**src/rtl/lsu_pkg.sv**
```systemverilog
// lsu_pkg: shared types and constants for the load/store memory master
package lsu_pkg;

    typedef enum logic [1:0] {
        BYTE = 2'b00,
        HALF = 2'b01,
        WORD = 2'b10
    } size_e;

    typedef logic [2:0] state_e;

    localparam state_e S_IDLE      = 3'd0;
    localparam state_e S_READ      = 3'd1;
    localparam state_e S_READ_WAIT = 3'd2;
    localparam state_e S_WRITE     = 3'd3;
    localparam state_e S_RESP      = 3'd4;

    localparam logic [3:0] WE_WORD = 4'b1111;
    localparam logic [3:0] WE_HALF = 4'b0011;
    localparam logic [3:0] WE_BYTE = 4'b0001;
    localparam logic [3:0] WE_NONE = 4'b0000;

    typedef struct packed {
        logic        we;
        logic [1:0]  size;
        logic        sgn;
        logic [31:0] addr;
        logic [31:0] wdata;
        logic        rmw;
    } req_t;

endpackage

```
**src/rtl/lsu_mem_master_align.sv**
```systemverilog
// lsu_align: alignment check, write-mask choice, store merge and load extraction
module lsu_align
    import lsu_pkg::*;
(
    input  logic [1:0]  size_i,
    input  logic [1:0]  off_i,
    input  logic        signed_i,
    input  logic [31:0] wdata_i,
    input  logic [31:0] rword_i,
    output logic        err_o,
    output logic        rmw_o,
    output logic [3:0]  we_o,
    output logic [31:0] merged_o,
    output logic [31:0] load_o
);

    logic [4:0]  sh;
    logic [31:0] lane;
    logic [31:0] shifted;

    assign sh = {off_i, 3'b000};

    // Decode legality and build both the RMW merge word and the extended load value
    always_comb begin
        err_o    = (size_i == 2'b11) || (size_i == HALF && off_i[0]) || (size_i == WORD && off_i != 2'b00);
        rmw_o    = !err_o && size_i != WORD && off_i != 2'b00;
        we_o     = size_i == WORD ? WE_WORD : size_i == HALF ? WE_HALF : WE_BYTE;
        lane     = (size_i == HALF ? 32'h0000_ffff : 32'h0000_00ff) << sh;
        merged_o = (rword_i & ~lane) | ((wdata_i << sh) & lane);
        shifted  = rword_i >> sh;
        load_o   = size_i == BYTE ? {{24{signed_i & shifted[7]}}, shifted[7:0]} :
                   size_i == HALF ? {{16{signed_i & shifted[15]}}, shifted[15:0]} : shifted;
    end

endmodule

```
**src/rtl/lsu_mem_master.sv**
```systemverilog
// lsu_mem_master: one-at-a-time load/store initiator for the RAM read/write port
module lsu_mem_master
    import lsu_pkg::*;
#(
    parameter bit SYNC_READ = 1'b0
) (
    input  logic        clk,
    input  logic        rstn_i,
    input  logic        req_valid_i,
    output logic        req_ready_o,
    input  logic        req_we_i,
    input  logic [1:0]  req_size_i,
    input  logic        req_signed_i,
    input  logic [31:0] req_addr_i,
    input  logic [31:0] req_wdata_i,
    output logic        rsp_valid_o,
    input  logic        rsp_ready_i,
    output logic [31:0] rsp_rdata_o,
    output logic        rsp_err_o,
    output logic [31:0] mem_addr_o,
    output logic        mem_en_o,
    output logic [3:0]  mem_we_o,
    output logic [31:0] mem_din_o,
    input  logic [31:0] mem_dout_i
);

    state_e      state_q, state_d;
    req_t        req_q, req_d;
    logic [31:0] word_q, word_d;
    logic [31:0] rdata_q, rdata_d;
    logic        err_q, err_d;
    logic        idle, mem_act;
    logic        a_err, a_rmw;
    logic [3:0]  a_we;
    logic [31:0] a_merged, a_load;

    assign idle    = state_q == S_IDLE;
    assign mem_act = state_q == S_READ || state_q == S_READ_WAIT || state_q == S_WRITE;

    // Legality is judged on the incoming request in IDLE, on the latched one afterwards
    lsu_align u_align (
        .size_i   (idle ? req_size_i : req_q.size),
        .off_i    (idle ? req_addr_i[1:0] : req_q.addr[1:0]),
        .signed_i (req_q.sgn),
        .wdata_i  (req_q.wdata),
        .rword_i  (mem_dout_i),
        .err_o    (a_err),
        .rmw_o    (a_rmw),
        .we_o     (a_we),
        .merged_o (a_merged),
        .load_o   (a_load)
    );

    // Next-state: accept, read (optional wait), write, then hold the response
    always_comb begin
        state_d = state_q;
        req_d   = req_q;
        word_d  = word_q;
        rdata_d = rdata_q;
        err_d   = err_q;
        case (state_q)
            S_IDLE: if (req_valid_i) begin
                req_d   = '{req_we_i, req_size_i, req_signed_i, req_addr_i, req_wdata_i, a_rmw};
                err_d   = a_err;
                rdata_d = 32'h0;
                state_d = a_err ? S_RESP : (!req_we_i || a_rmw) ? S_READ : S_WRITE;
            end
            S_READ, S_READ_WAIT: if (SYNC_READ && state_q == S_READ) begin
                state_d = S_READ_WAIT;
            end else begin
                word_d  = a_merged;
                rdata_d = req_q.we ? 32'h0 : a_load;
                state_d = req_q.we ? S_WRITE : S_RESP;
            end
            S_WRITE: state_d = S_RESP;
            S_RESP: if (rsp_ready_i) begin
                state_d = S_IDLE;
                rdata_d = 32'h0;
                err_d   = 1'b0;
            end
            default: state_d = S_IDLE;
        endcase
    end

    // State and latched request/response registers, cleared asynchronously
    always_ff @(posedge clk or negedge rstn_i) begin
        if (!rstn_i) begin
            state_q <= S_IDLE;
            req_q   <= '0;
            word_q  <= 32'h0;
            rdata_q <= 32'h0;
            err_q   <= 1'b0;
        end else begin
            state_q <= state_d;
            req_q   <= req_d;
            word_q  <= word_d;
            rdata_q <= rdata_d;
            err_q   <= err_d;
        end
    end

    assign req_ready_o = idle;
    assign rsp_valid_o = state_q == S_RESP;
    assign rsp_rdata_o = rdata_q;
    assign rsp_err_o   = err_q;
    assign mem_en_o    = mem_act;
    assign mem_addr_o  = mem_act ? {req_q.addr[31:2], 2'b00} : 32'h0;
    assign mem_we_o    = state_q == S_WRITE ? (req_q.rmw ? WE_WORD : a_we) : WE_NONE;
    assign mem_din_o   = state_q == S_WRITE ? (req_q.rmw ? word_q : req_q.wdata) : 32'h0;

endmodule

```
**config.mk**
```make
export PLATFORM = sky130hd
export DESIGN_NAME = lsu_mem_master
export DESIGN_NICKNAME = d
export VERILOG_FILES = /design/src/rtl/lsu_pkg.sv /design/src/rtl/lsu_mem_master_align.sv /design/src/rtl/lsu_mem_master.sv
export SDC_FILE = /design/constraint.sdc
export NUM_CORES = 1
export LEC_CHECK = 0
export ABC_AREA = 1
export BUFFER_PORTS_ARGS = -buffer_cell sky130_fd_sc_hd__buf_2
export CORE_ASPECT_RATIO = 1.4
export CORE_MARGIN = 10
export CORE_UTILIZATION = 50
export CTS_CLUSTER_SIZE = 10
export DETAILED_ROUTE_END_ITERATION = 6
export PLACE_DENSITY = 0.76
export SLEW_MARGIN = 20
export SYNTH_ARGS = -nofsm -noshare
export SYNTH_HDL_FRONTEND = slang
export SYNTH_SLANG_ARGS = --single-unit
export TNS_END_PERCENT = 20
```
**constraint.sdc**
```tcl
create_clock -name clk -period 4.1 [get_ports clk]
set_input_delay 0.205 -clock clk [delete_from_list [all_inputs] [get_ports clk]]
set_output_delay 0.205 -clock clk [all_outputs]
set_load 0.005 [all_outputs]
```
* Word level (Yosys, flattened, before mapping)
Index checks and enable logic that the tools add are counted.
** Word-level totals
- Register bits :: 137
- Logic and storage cells :: 75
- Bits of input ports :: 104
- Output and inout port bits :: 104
** Operators by class
- Equality and inequality tests :: 10
- Bitwise logic cells :: 6
- Shift operators :: 3
- Mux-type cells :: 25
- Reductions and logical operators :: 21
** Operators with widths (number)
- $mux 32 :: 8
- $pmux 32 s3 :: 1
- $and 32x32->32 :: 2
- $shl 32x5->32 :: 2
- $not 32->32 :: 1
- $or 32x32->32 :: 1
- $shr 32x5->32 :: 1
- $mux 16 :: 1
- $mux 3 :: 4
- $mux 4 :: 3
- $pmux 3 s4 :: 1
- $mux 2 :: 4
- $eq 3x2->1 const B :: 2
- $reduce_and 3->1 :: 2
- $logic_or 1x1->1 :: 5
- $eq 2x2->1 const B :: 2
- $logic_and 1x1->1 :: 4
- $ne 2x2->1 const B :: 2
- $reduce_and 2->1 :: 2
- $reduce_bool 2->1 :: 2
- $eq 3x1->1 const B :: 1
- $eq 3x3->1 const B :: 1
- $logic_not 3->1 :: 1
- $reduce_bool 3->1 :: 1
- 8 further kinds :: 11

* Longest topological paths before layout
Gate-level depths: netlist (run 1).
- Word-level depth :: 14
- Mapped depth :: 14
- Depth with buffers taken out :: 12

* Hierarchy
A second synthesis (run 1) with hierarchy kept.
** Unflattened totals
- Cells, all modules :: 1179
- Area total of the unflattened synthesis :: 8008.9 um^2
** Modules (own cells, without submodules)
- lsu_mem_master :: instances 1, cells each 836, area an instance 6278.5 um^2, seq. area each 3428.3 um^2
- lsu_align :: instances 1, cells each 343, area an instance 1730.4 um^2, seq. area each 0.0 um^2

* Worst setup path before layout (run 1)
No wires, ideal clock.
- Kind :: flip-flop to flip-flop
- Start point :: register state_q[1]
- End point :: register rdata_q[21] (netlist: rsp_rdata_o[21])
- Required time :: 3.984 ns
- Cell stages (with the launch flop) :: 14
- Setup slack :: 1.934 ns
- Arrival time :: 2.050 ns
- Clock period less this slack :: 2.166 ns
- Path buffers :: 2
- Setup time :: 0.116 ns
- Cell sequence :: dfrtp_1 nor2_4 nand2_4 buf_6 o21ai_0 inv_1 ha_1 inv_1 clkbuf_1 o21ai_0 nand2_1 nand2_1 nand2_1 nand2_1
** On the way
- Word-level cells in the longest chain between the ends :: 8
- Elaborated cells on any way between the ends :: 20
- Those cells by class :: eq/ne (6); shift (1); mux (6); bitwise (2); reduce/logical (5)
** Ends and longest elaborated chain
- start: declaration :: line lsu_mem_master.sv:27 : state_e state_q, state_d;
- start signal: assignment :: line lsu_mem_master.sv:94 : state_q <= state_d;
- $logic_not 3->1 :: line lsu_mem_master.sv:37, lsu_mem_master.sv:61
- $mux 2 :: line lsu_mem_master.sv:43 : .off_i (idle ? req_addr_i[1:0] : req_q.addr[1:0]),
- $shr 32x5->32 :: line lsu_mem_master_align.sv:30 : shifted = rword_i >> sh;
- $and 1x1->1 :: line lsu_mem_master_align.sv:32 : size_i == HALF ? {{16{signed_i & shifted[15]}}, shifted[15:0]} : shifted;
- $mux 32 :: line lsu_mem_master_align.sv:32
- $mux 32 :: line lsu_mem_master_align.sv:31 : load_o = size_i == BYTE ? {{24{signed_i & shifted[7]}}, shifted[7:0]} :
- $mux 32 :: line lsu_mem_master.sv:72 : rdata_d = req_q.we ? 32'h0 : a_load;
- $pmux 32 s3 :: line lsu_mem_master.sv:61 : case (state_q)
- end signal: assignment :: line lsu_mem_master.sv:97 : rdata_q <= rdata_d;
- end: declaration :: line lsu_mem_master.sv:30 : logic [31:0] rdata_q, rdata_d;
Parallel ways exist; a longest one is shown, timed or not.
A chain may end at the register's enable or synchronous reset.

* Worst setup path in the final report (run 1)
- Start point :: register state_q[2]
- End point :: register rdata_q[11] (netlist: rsp_rdata_o[11])
** On the way
- Word-level cells in the longest chain between the ends :: 7
- Elaborated cells on any way between the ends :: 18
- Those cells by class :: eq/ne (5); shift (1); mux (6); bitwise (1); reduce/logical (5)
** Ends and longest elaborated chain (line)
- $logic_not 3->1 :: lsu_mem_master.sv:37, lsu_mem_master.sv:61
- $mux 2 :: lsu_mem_master.sv:43
- $shr 32x5->32 :: lsu_mem_master_align.sv:30
- $mux 32 / $and 1x1->1 (equally long branches) :: lsu_mem_master_align.sv:32, lsu_mem_master_align.sv:31
- $mux 32 :: lsu_mem_master_align.sv:31
- $mux 32 :: lsu_mem_master.sv:72
- $pmux 32 s3 :: lsu_mem_master.sv:61
Parallel ways exist; a longest one is shown, timed or not.

==> summary.md, run 1 <==
| Metric | Value |
|---|---|
| Power density over cell area | 786 nW/um2 |
| CP required | around 4500 ps |
| Slew Limit Fails | 0 |
| Starting Density | 0.507 |
| Final Non-Filler Cells | between 1k and 1.5k |
| Most frequent cells in the layout | nand2_1, buf_2, dfrtp_1, o21ai_0, inv_1 |
| Final clock skew | slightly below 9 ps |
| Pin count of the biggest net entering global routing | approximately 120 |
| Status | complete, no violations |
| Synthesis Warnings | 0 |
| Final nets | 1392 |
| CP Class | flop to flop |
| Synth Area in Compound Gates | 0.165 |
| Final hold vios | 0 |
| Most common cell after layout, fill and taps aside | nand2_1 |
| DIE AREA | roughly 21000 um2 |
| Fill cells | ~1.4k |
| Post-Synthesis Cells | approximately 1.1k |
| Worst r2r src | state_q[2] |
| Top FF cell, synth | dfrtp_1 |
| GRT Total Usage | 0.244 |
| CTS H-tree depth | 4 |
| Row count | 53 |
| Area delta synth->final | 27.1% |
| Initial drt markers | about 760 |
| Pre-CTS setup slack | around 1500 ps |
| Mux cell area share after synthesis | 0 |
| Post-synth EDFFs | 0 |
| Post-CTS Resized | 0 |
| Setup ws final | about 1400 ps |
| RSZ-0062 raised after global routing | no |
| Final HPWL DP | about 18000 um |
| Clock root cell | clkbuf_16 |
| Routed len/inst | roughly 17 um |
| Worst R2R Setup Slack | ~1400 ps |
| Post-Synthesis Cell Area | 7590 um2 |
| Placed Instances | about 1.4k |
| Worst-Margin Slew | just over 1000 ps |
| Post-Syn Area per Cell | ~7.1 um2 |
| Vias in the first global route | 7654 |
| FMAX | ~370 MHz |
| Setup violations, final | 0 |
| Post-synth ARST share | 1.00 |
| CP startpoint kind | flop |
| Core Box Area | about 15000 um2 |
| Worst-path fanout max | 29 |
| Total CTS buffers | 17 |
| CTS tree | yes |
| Clk_lat worst skew | about 420 ps |
| Layout cell share with drive strength beyond 1 | 0.214 |
| Multi-input gate area | 3350 um2 |
| Clk slew on worst S/H paths | ~60 ps |
| Crit end category | flop |
| Fin Setup TNS | 0 ps |
| Gpl congestion | 0.958 |
| IO Count | roughly 210 |
| FF-to-FF End | rsp_rdata_o[11] |
| Die Span X | 124 um |
| Post-synthesis adder-cell area fraction | 0.00659 |
| LEAKAGE | 5.41 nW |
| Routed WL | between 20000 and 30000 um |
| HP Class | input pin to flop |
| Synth Register Bits | approximately 140 |
| Register area | 3430 um2 |
| Post-synthesis sequential area ratio | 0.451 |
| Final cycle utilization of the critical path | 0.659 |
| Final min period | approximately 2700 ps |
| DR vias | about 8k |
| Simple-gate share of the synthesized area | 0.268 |
| Initial antenna violation count | 2 |
| CTS Sinks | between 100 and 150 |
| Die H | 166 um |
| Post-Synth XOR/XNOR Area | 0 |
| First-pass GRT wire length | between 30000 and 40000 um |
| WP data arrival | 3060 ps |
| DR DRC count | 0 |
| Post-synth cell types | 29 |
| Highest ir drop seen on vdd | about 0.00037 V |
| GRT overflow | 0 |
| Largest family of logic cells by synthesized area | simple AND/OR/NAND/NOR gates |
| IO buf count | 205 |
| Min-delay src | req_wdata_i[18] |
| Hold Path Depth | 3 |
| DR vias/cell | between 5 and 6 |
| Initial DRT Pass Iterations | 5 |
| Reg2reg path depth | 10 |
| Max clock buf depth | 2 |
| Post-CTS Setup Bufs | 0 |
| Hold Crit Endpoint | req_q[19] |
| Post-DRT Antenna Nets | 0 |
| Max cap viols | 0 |
| Slew HR | 0.309 |
[stage by stage]
step / hold WS [ps] / total power, mW / area [um2] / utilization
2_1_floorplan: -90.6 / 5.06 / 7600 / -
3_3_place_gp: 373 / 5.91 / 8560 / 0.571
3_5_place_dp: 381 / 6.02 / 8560 / 0.571
4_1_cts: 0.129 / 7.55 / 9640 / 0.643
5_1_grt: 3.37 / 8.21 / 9650 / 0.644
6_report: 0.891 / 7.59 / 9650 / 0.644
[how the worst max path moves through the flow]
stage	slack [ps]	start	endpoint	cells after the start
2_1_floorplan	1930	state_q[1]	rsp_rdata_o[21]	13
3_3_place_gp	1600	state_q[2]	rsp_rdata_o[23]	10
3_5_place_dp	1480	state_q[1]	rsp_rdata_o[10]	9
4_1_cts	1460	state_q[1]	rsp_rdata_o[11]	9
5_1_grt	1150	state_q[2]	rsp_rdata_o[19]	10
6_report	1400	state_q[2]	rsp_rdata_o[11]	10
[cell usage after synthesis, types with 3 or more instances]
library cell  number  area [um2]
a21oi_1           41         205
buf_1              3        11.3
buf_2             15        75.1
buf_4              8        60.1
buf_6              9         101
clkbuf_1          33         124
dfrtp_1          137        3430
ha_1               4        50.1
inv_1            117         439
inv_2              3        11.3
nand2_1          405        1520
nand2_2           11        68.8
nand2_4            3        33.8
nand3_1           36         180
nor2_1            46         173
o211ai_1          19         143
o21ai_0          122         611
o21ai_1           34         170
o21ai_2            8        70.1
[what timing repair did]
item,4_1_cts,5_1_grt
setup endpoints to repair,0,0
hold buffers,51,1
endpoints found under the hold margin,149,1
[cell families after synthesis]
group,Yosys count
other,1
flip-flops,137
buffers and inverters,189
AND/OR/NAND/NOR,508
adder cells (fa/ha/maj),4
AO/OA/AOI/OAI,229
[power by group]
group	total (mW)	internal, mW	switching, mW	leakage, nW
sequential	2.28	1.94	0.336	1.72
clock	1.48	0.868	0.609	0.268
combinational	3.84	1.18	2.65	3.42
total	7.59	3.99	3.60	5.41
[critical path, cell delays in order (launching register included)]
cell	delay [ps]
dfrtp_1	390
inv_2	90
nand2_4	180
nand2_1	100
nand2_1	760
nand2_1	160
nand3_1	170
nand3_2	130
a21oi_4	460
nand2_1	110
nand2_1	90
[layout make-up]
cell class,instances,area share
sequential,137,0.355
multi-input combinational,743,0.347
timing repair buffer,264,0.166
inverter,121,0.0471
clock buffer,19,0.0469
tap,192,0.0249
clock inverter,13,0.0122
antenna,1,0.000259
[routing by layer]
metal	vias to the layer above	GRT usage	routed length (um)
met4	0	0.114	1020
met3	63	0.0684	2300
met5	-	0	0
met2	386	0.398	12400
li1	3782	-	-
met1	3571	0.285	9660
[state kept, by name, indices dropped and copies added, names as in the netlist]
signal,cells
req_q,69
rsp_err_o,1
rsp_rdata_o,32
state_q,3
word_q,32
No activity file was read; power rests on OpenSTA's default activity.
==> inputs of run 2 (changes only) <==
==> constraint.sdc (replaced) <==
create_clock -name clk -period 2.57 [get_ports clk]
set_input_delay 0.1285 -clock clk [delete_from_list [all_inputs] [get_ports clk]]
set_output_delay 0.1285 -clock clk [all_outputs]
set_load 0.005 [all_outputs]
==> run 2 against run 1 <==
Power increased by 65%. Die area unchanged. First-iteration DRC count increased by 16%. Combinational power increased by 66%. Flip-flop and latch count unchanged. Critical endpoint is now mem_we_o[3]. Final cell count increased by 2.3%. Highest routed layer unchanged. Global-route usage increased by 0.76 points. Register-to-register slack got worse by 1200 ps.
==> summary.md, run 2 (synthesis results as in run 1) <==
| Metric | Value |
|---|---|
| Status | complete, no violations (unchanged) |
| DR vias | 8050 (was 7802) |
| CTS H-tree depth | 4 (unchanged) |
| Critical path's slowest cell | dfrtp_1 (was nand2_1) |
| Setup ws final | 245 ps (was 1400 ps) |
| Die Span X | 124 um (unchanged) |
| CP bufs+invs | 2 (was 1) |
| Slew HR | 0.400 (was 0.309) |
| Post-DRT Antenna Nets | 0 (unchanged) |
| CTS Sinks | 137 (unchanged) |
| DR vias/cell | 5.28 (was 5.24) |
| DIE AREA | 20600 um2 (unchanged) |
| Antenna Cells | 0 (was 1) |
| Final HPWL DP | 18300 um (about the same) |
| Initial drt markers | 886 (was 764) |
| Fin Setup TNS | 0 ps (unchanged) |
| Pin count of the biggest net entering global routing | 72 (was 117) |
| Initial antenna violation count | 0 (was 2) |
| Row count | 53 (unchanged) |
| Setup violations, final | 0 (unchanged) |
| Most common cell after layout, fill and taps aside | nand2_1 (unchanged) |
| Routed WL | 26300 um (was 25400 um) |
| CP required | 2440 ps (was 4460 ps) |
| Clock root cell | clkbuf_16 (unchanged) |
| Max cap viols | 0 (unchanged) |
| CP startpoint kind | flop (unchanged) |
| Die H | 166 um (unchanged) |
| Top delay family on crit path | compound AO/OA/AOI/OAI gates (was simple AND/OR/NAND/NOR gates) |
| IO Count | 208 (unchanged) |
| Highest ir drop seen on vdd | 0.000623 V (was 0.000366 V) |
| Power density over cell area | 1250 nW/um2 (was 786 nW/um2) |
| IO buf count | 205 (unchanged) |
| LEAKAGE | 5.59 nW (was 5.41 nW) |
| Gpl congestion | 0.971 (was 0.958) |
| Most frequent cells in the layout | nand2_1, buf_2, dfrtp_1, o21ai_0, inv_1 (unchanged) |
| HP Class | input pin to flop (unchanged) |
| Worst-Margin Slew | 899 ps (was 1030 ps) |
| GRT Total Usage | 0.251 (was 0.244) |
| CTS tree | yes (unchanged) |
| Crit end category | output port (was flop) |
| Layout cell share with drive strength beyond 1 | 0.216 (was 0.214) |
| Core Box Area | 15000 um2 (unchanged) |
| Worst-path fanout max | 13 (was 29) |
| Final min period | around 2300 ps |
| Vias in the first global route | 8009 (was 7654) |
| Max clock buf depth | 2 (unchanged) |
| Pre-CTS setup slack | 152 ps (was 1480 ps) |
| GRT overflow | 0 (unchanged) |
| Routed len/inst | 17.2 um (was 17.0 um) |
| Final nets | 1428 (was 1392) |
| First-pass GRT wire length | 41200 um (was 39900 um) |
| Final hold vios | 0 (unchanged) |
| Final cycle utilization of the critical path | 0.905 |
| CP Class | flop to output port (was flop to flop) |
| Clk slew on worst S/H paths | 60 ps (about the same) |
| Clk_lat worst skew | 420 ps (about the same) |
| WP data arrival | 2200 ps (was 3060 ps) |
| Initial DRT Pass Iterations | 5 (unchanged) |
| Final clock skew | 6.86 ps (was 8.85 ps) |
| Slew Limit Fails | 0 (unchanged) |
| Total CTS buffers | 17 (unchanged) |
| DR DRC count | 0 (unchanged) |
| Top reg by flops | req_q (unchanged) |
| Area delta synth->final | 32.4% (was 27.1%) |
| Worst-path cell chain | nor2_4, nand2_4, o21ai_1, ha_1, inv_1, a21oi_1, buf_2 (was inv_2, nand2_4, nand2_1, nand2_1, nand2_1, nand3_1, nand3_2, a21oi_4, nand2_1, nand2_1) |
| Crit path largest cell delay | 410 ps (was 760 ps) |
| Largest register FFs | 69 (unchanged) |
| Starting Density | 0.507 (unchanged) |
| RSZ-0062 raised after global routing | no (unchanged) |
| Post-CTS Setup Bufs | 0 (unchanged) |
| FMAX | between 400 and 500 MHz |
[run 2: cell count changes in the layout (fill, tap and decap cells not counted), moves of 2 or more]
cell           change
o21ai_0            -2
buf_12             +2
inv_6              +2
dlygate4sd3_1     +27
buf_4              +6
inv_1              -2
bufinv_16          +2
o21ai_1            +2
[run 2: power by group]
group / switching (mW) / total [mW] / leakage (nW) / internal (mW)
Clock: 0.987 / 2.55 / 0.291 / 1.56
Combinational: 4.34 / 6.37 / 3.58 / 2.02
Sequential: 0.520 / 3.61 / 1.72 / 3.09
[run 2: layer usage]
layer	routed length, um	global-route usage
met1	9740	0.295
met2	12500	0.398
met3	2470	0.0674
met4	1540	0.148
met5	0	0
[run 2: timing repair]
item,in CTS,in global routing
hold buffers,79,0
gates resized for setup,0,4
setup endpoints to repair,0,29
hold endpoints to repair,120,0
[run 2: layout make-up]
type | count | area (um2)
clock buffers | 19 | 443
clock inverters | 13 | 166
fillers | 1260 | 4930
inverters | 121 | 458
multi-input cells | 744 | 3360
flip-flops and latches | 137 | 3430
well taps | 192 | 240
repair buffers | 299 | 1960
[run 2: final timing paths]
kind	from	endpoint	slack [ps]	depth (start not counted)
max	state_q[1]	mem_we_o[3]	250	7
min	req_addr_i[1]	req_q[34]	6	3
max reg2reg	state_q[1]	word_q[22]	250	12
min reg2reg	rsp_rdata_o[29]	rsp_rdata_o[29]	470	2
max in group asynchronous	rstn_i	state_q[2]	1590	3
min in group asynchronous	rstn_i	rsp_rdata_o[12]	200	2
[run 2: worst reg2reg max path, delay by kind of cell, from the launching register on]
family / cells / cell delay [ps]
buffers and inverters: 2 / 330
flip-flops: 1 / 410
AND/OR/NAND/NOR: 6 / 720
AO/OA/AOI/OAI: 3 / 420
adder cells (fa/ha/maj): 1 / 300
[run 2: per-stage QoR]
stage	util	total power, mW	hold slack (ps)	cell area, um2	std cells
after floorplan	-	8.07	-167	7600	1069
after global placement	0.577	9.58	79.5	8640	1413
after detailed placement	0.577	9.71	87.8	8640	1413
after CTS	0.670	12.4	0.526	10000	1524
after global routing	0.671	13.5	25.7	10100	1525
final	0.671	12.5	6.13	10100	1525
==> inputs of run 3 (changes only) <==
--- a/config.mk
+++ b/config.mk
@@ -6,7 +6,7 @@
 export NUM_CORES = 1
 export LEC_CHECK = 0
 export ABC_AREA = 1
-export BUFFER_PORTS_ARGS = -buffer_cell sky130_fd_sc_hd__buf_2
+export BUFFER_PORTS_ARGS = -buffer_cell sky130_fd_sc_hd__clkbuf_2
 export CORE_ASPECT_RATIO = 1.4
 export CORE_MARGIN = 10
 export CORE_UTILIZATION = 50
==> run 3 against run 2 <==
Clock power is 2% higher. Final cell count is 0.52% lower. Core utilization is 0.36 points lower. Clock skew is 2.5 ps higher. Wire length is 1.9% lower. Maximum frequency is 0.46% lower. Setup slack worse by 11 ps. Die area stayed put. Combinational power is 1% lower. Critical path depth is 3 higher.
==> summary.md, run 3 (synthesis results as in run 1) <==
| Metric | Value |
|---|---|
| Most common cell after layout, fill and taps aside | nand2_1 (unchanged) |
| DR DRC count | 0 (unchanged) |
| Sw power | 5.78 mW (was 5.85 mW) |
| GRT overflow | 0 (unchanged) |
| Final min period | 2340 ps (was 2320 ps) |
| Layout cell share with drive strength beyond 1 | 0.217 (was 0.216) |
| CP Class | flop to flop (was flop to output port) |
| Pint | 6.73 mW (was 6.68 mW) |
| Core Box Area | 15000 um2 (unchanged) |
| GRT Total Usage | 0.248 (was 0.251) |
| Power density over cell area | 1250 nW/um2 (about the same) |
| Worst-path fanout max | 16 (was 13) |
| CP startpoint kind | flop (unchanged) |
| RSZ-0062 raised after global routing | no (unchanged) |
| FMAX | 428 MHz (was 430 MHz) |
| Largest register FFs | 69 (unchanged) |
| Initial DRT Pass Iterations | 6 (was 5) |
| CTS tree | yes (unchanged) |
| Initial drt markers | 769 (was 886) |
| Fin Setup TNS | 0 ps (unchanged) |
| Gpl congestion | 0.980 (was 0.971) |
| Pwr Total | 12.5 mW (about the same) |
| Clk slew on worst S/H paths | 60 ps (about the same) |
| LEAKAGE | 5.51 nW (was 5.59 nW) |
| HP Class | input pin to flop (unchanged) |
| Most frequent cells in the layout | nand2_1, clkbuf_2, dfrtp_1, o21ai_0, inv_1 (was nand2_1, buf_2, dfrtp_1, o21ai_0, inv_1) |
| Final cycle utilization of the critical path | 0.909 (was 0.905) |
| Clock root cell | clkbuf_16 (unchanged) |
| Initial antenna violation count | 1 (was 0) |
| Final HPWL DP | 18300 um (about the same) |
| Die H | 166 um (unchanged) |
| Die Span X | 124 um (unchanged) |
| Clk_lat worst skew | 420 ps (about the same) |
| Total CTS buffers | 17 (unchanged) |
| Clock share of power | 0.208 (was 0.203) |
| CP bufs+invs | 2 (unchanged) |
| Crit end category | flop (was output port) |
| Slew Limit Fails | 0 (unchanged) |
| Max clock buf depth | 2 (unchanged) |
| Setup violations, final | 0 (unchanged) |
| Highest ir drop seen on vdd | 0.000875 V (was 0.000623 V) |
| Cell mode on critical path | o21ai_1 |
| Status | complete, no violations (unchanged) |
| Row count | 53 (unchanged) |
| Placed Instances | 1412 (was 1413) |
| Final clock skew | 9.36 ps (was 6.86 ps) |
| DR vias | 8006 (was 8050) |
| Part of the power in registers | 0.289 (was 0.288) |
| Top reg by flops | req_q (unchanged) |
| Final Non-Filler Cells | 1517 (was 1525) |
| DIE AREA | 20600 um2 (unchanged) |
| CTS H-tree depth | 4 (unchanged) |
| Starting Density | 0.507 (unchanged) |
| Routed WL | 25700 um (was 26300 um) |
| Comb pwr share | 0.503 (was 0.508) |
| Slew HR | 0.392 (was 0.400) |
| Top delay family on crit path | compound AO/OA/AOI/OAI gates (unchanged) |
| DR vias/cell | 5.28 (about the same) |
| Routed len/inst | 17.0 um (was 17.2 um) |
| Max cap viols | 0 (unchanged) |
| IO Count | 208 (unchanged) |
| Post-DRT Antenna Nets | 0 (unchanged) |
| Switching part of the total | 0.462 (was 0.467) |
| Worst-Margin Slew | 912 ps (was 899 ps) |
| CP required | 2900 ps (was 2440 ps) |
| Critical path's slowest cell | dfrtp_1 (unchanged) |
| Vias in the first global route | 8044 (was 8009) |
| WP data arrival | 2670 ps (was 2200 ps) |
| Worst-path cell chain | nor2_4, nand2_4, o21ai_1, inv_1, ha_1, o21ai_0, inv_2, a21oi_1, o21ai_1, o21ai_1 (was nor2_4, nand2_4, o21ai_1, ha_1, inv_1, a21oi_1, buf_2) |
| Final nets | 1420 (was 1428) |
| Area delta synth->final | 31.7% (was 32.4%) |
| CTS Sinks | 137 (unchanged) |
| Crit path largest cell delay | 410 ps (about the same) |
| First-pass GRT wire length | 40900 um (was 41200 um) |
| Final hold vios | 0 (unchanged) |
| Pin count of the biggest net entering global routing | 96 (was 72) |
| IO buf count | 205 (unchanged) |
[run 3: changes by cell type in the layout (fill, tap and decap cells not counted), moves of 3 or more]
cell and change:
buf_2 -204, dlygate4sd3_1 -6, clkinv_4 +3, clkbuf_2 +204, clkinvlp_4 -3
[run 3: metrics by stage]
step / setup slack (ps) / utilization / hold WS, ps / instance area, um2
2_1_floorplan: 404 / - / -167 / 7600
3_3_place_gp: 218 / 0.577 / 11.9 / 8650
3_5_place_dp: 100 / 0.577 / 13.7 / 8650
4_1_cts: 58.7 / 0.667 / 0.555 / 10000
5_1_grt: 98.4 / 0.667 / 9.64 / 10000
6_report: 234 / 0.667 / 2.06 / 10000
[run 3: timing repair]
item,in CTS,in global routing
resized for setup,0,5
buffers inserted,0,0
hold buffers,73,0
setup endpoints to repair,0,27
endpoints found under the hold margin,176,0
[run 3: cell type report]
cell class                      count  area (um2)
Timing Repair Buffer              292        1910
Tap cell                          192         240
Fill cell                        1321        4980
Sequential cell                   137        3430
Clock buffer                       17         425
Clock inverter                     14         195
Antenna cell                        1        2.50
Multi-Input combinational cell    743        3350
Inverter                          121         454
[run 3: final timing paths]
path | startpoint | to | slack [ps] | cells after the start
setup reg to reg | state_q[1] | word_q[25] | 230 | 10
hold reg to reg | req_q[31] | req_q[31] | 470 | 2
max in group asynchronous | rstn_i | word_q[22] | 1710 | 3
min in group asynchronous | rstn_i | word_q[13] | 130 | 2
hold / removal | req_wdata_i[8] | req_q[9] | 2 | 3
setup / recovery | state_q[1] | word_q[25] | 230 | 10
[run 3: power by group through the flow]
stage / registers (mW) / clock network (mW) / logic, mW
after detailed placement: 3.63 / 0 / 6.06
final: 3.62 / 2.60 / 6.29
after floorplan: 3.48 / 0 / 4.59
after CTS: 3.60 / 2.62 / 6.20
after global routing: 3.71 / 2.71 / 7.08
after global placement: 3.59 / 0 / 5.94
[run 3: layer usage]
metal | GRT usage | vias to the layer above | wire, um
li1 | - | 3845 | -
met1 | 0.286 | 3720 | 9800
met2 | 0.406 | 368 | 12500
met3 | 0.0681 | 73 | 2200
met4 | 0.129 | 0 | 1270
met5 | 0 | - | 0
[run 3: worst min-delay path, cell delays in order]
cell and delay (ps):
clkbuf_2 80, nand2_1 90, o21ai_0 90
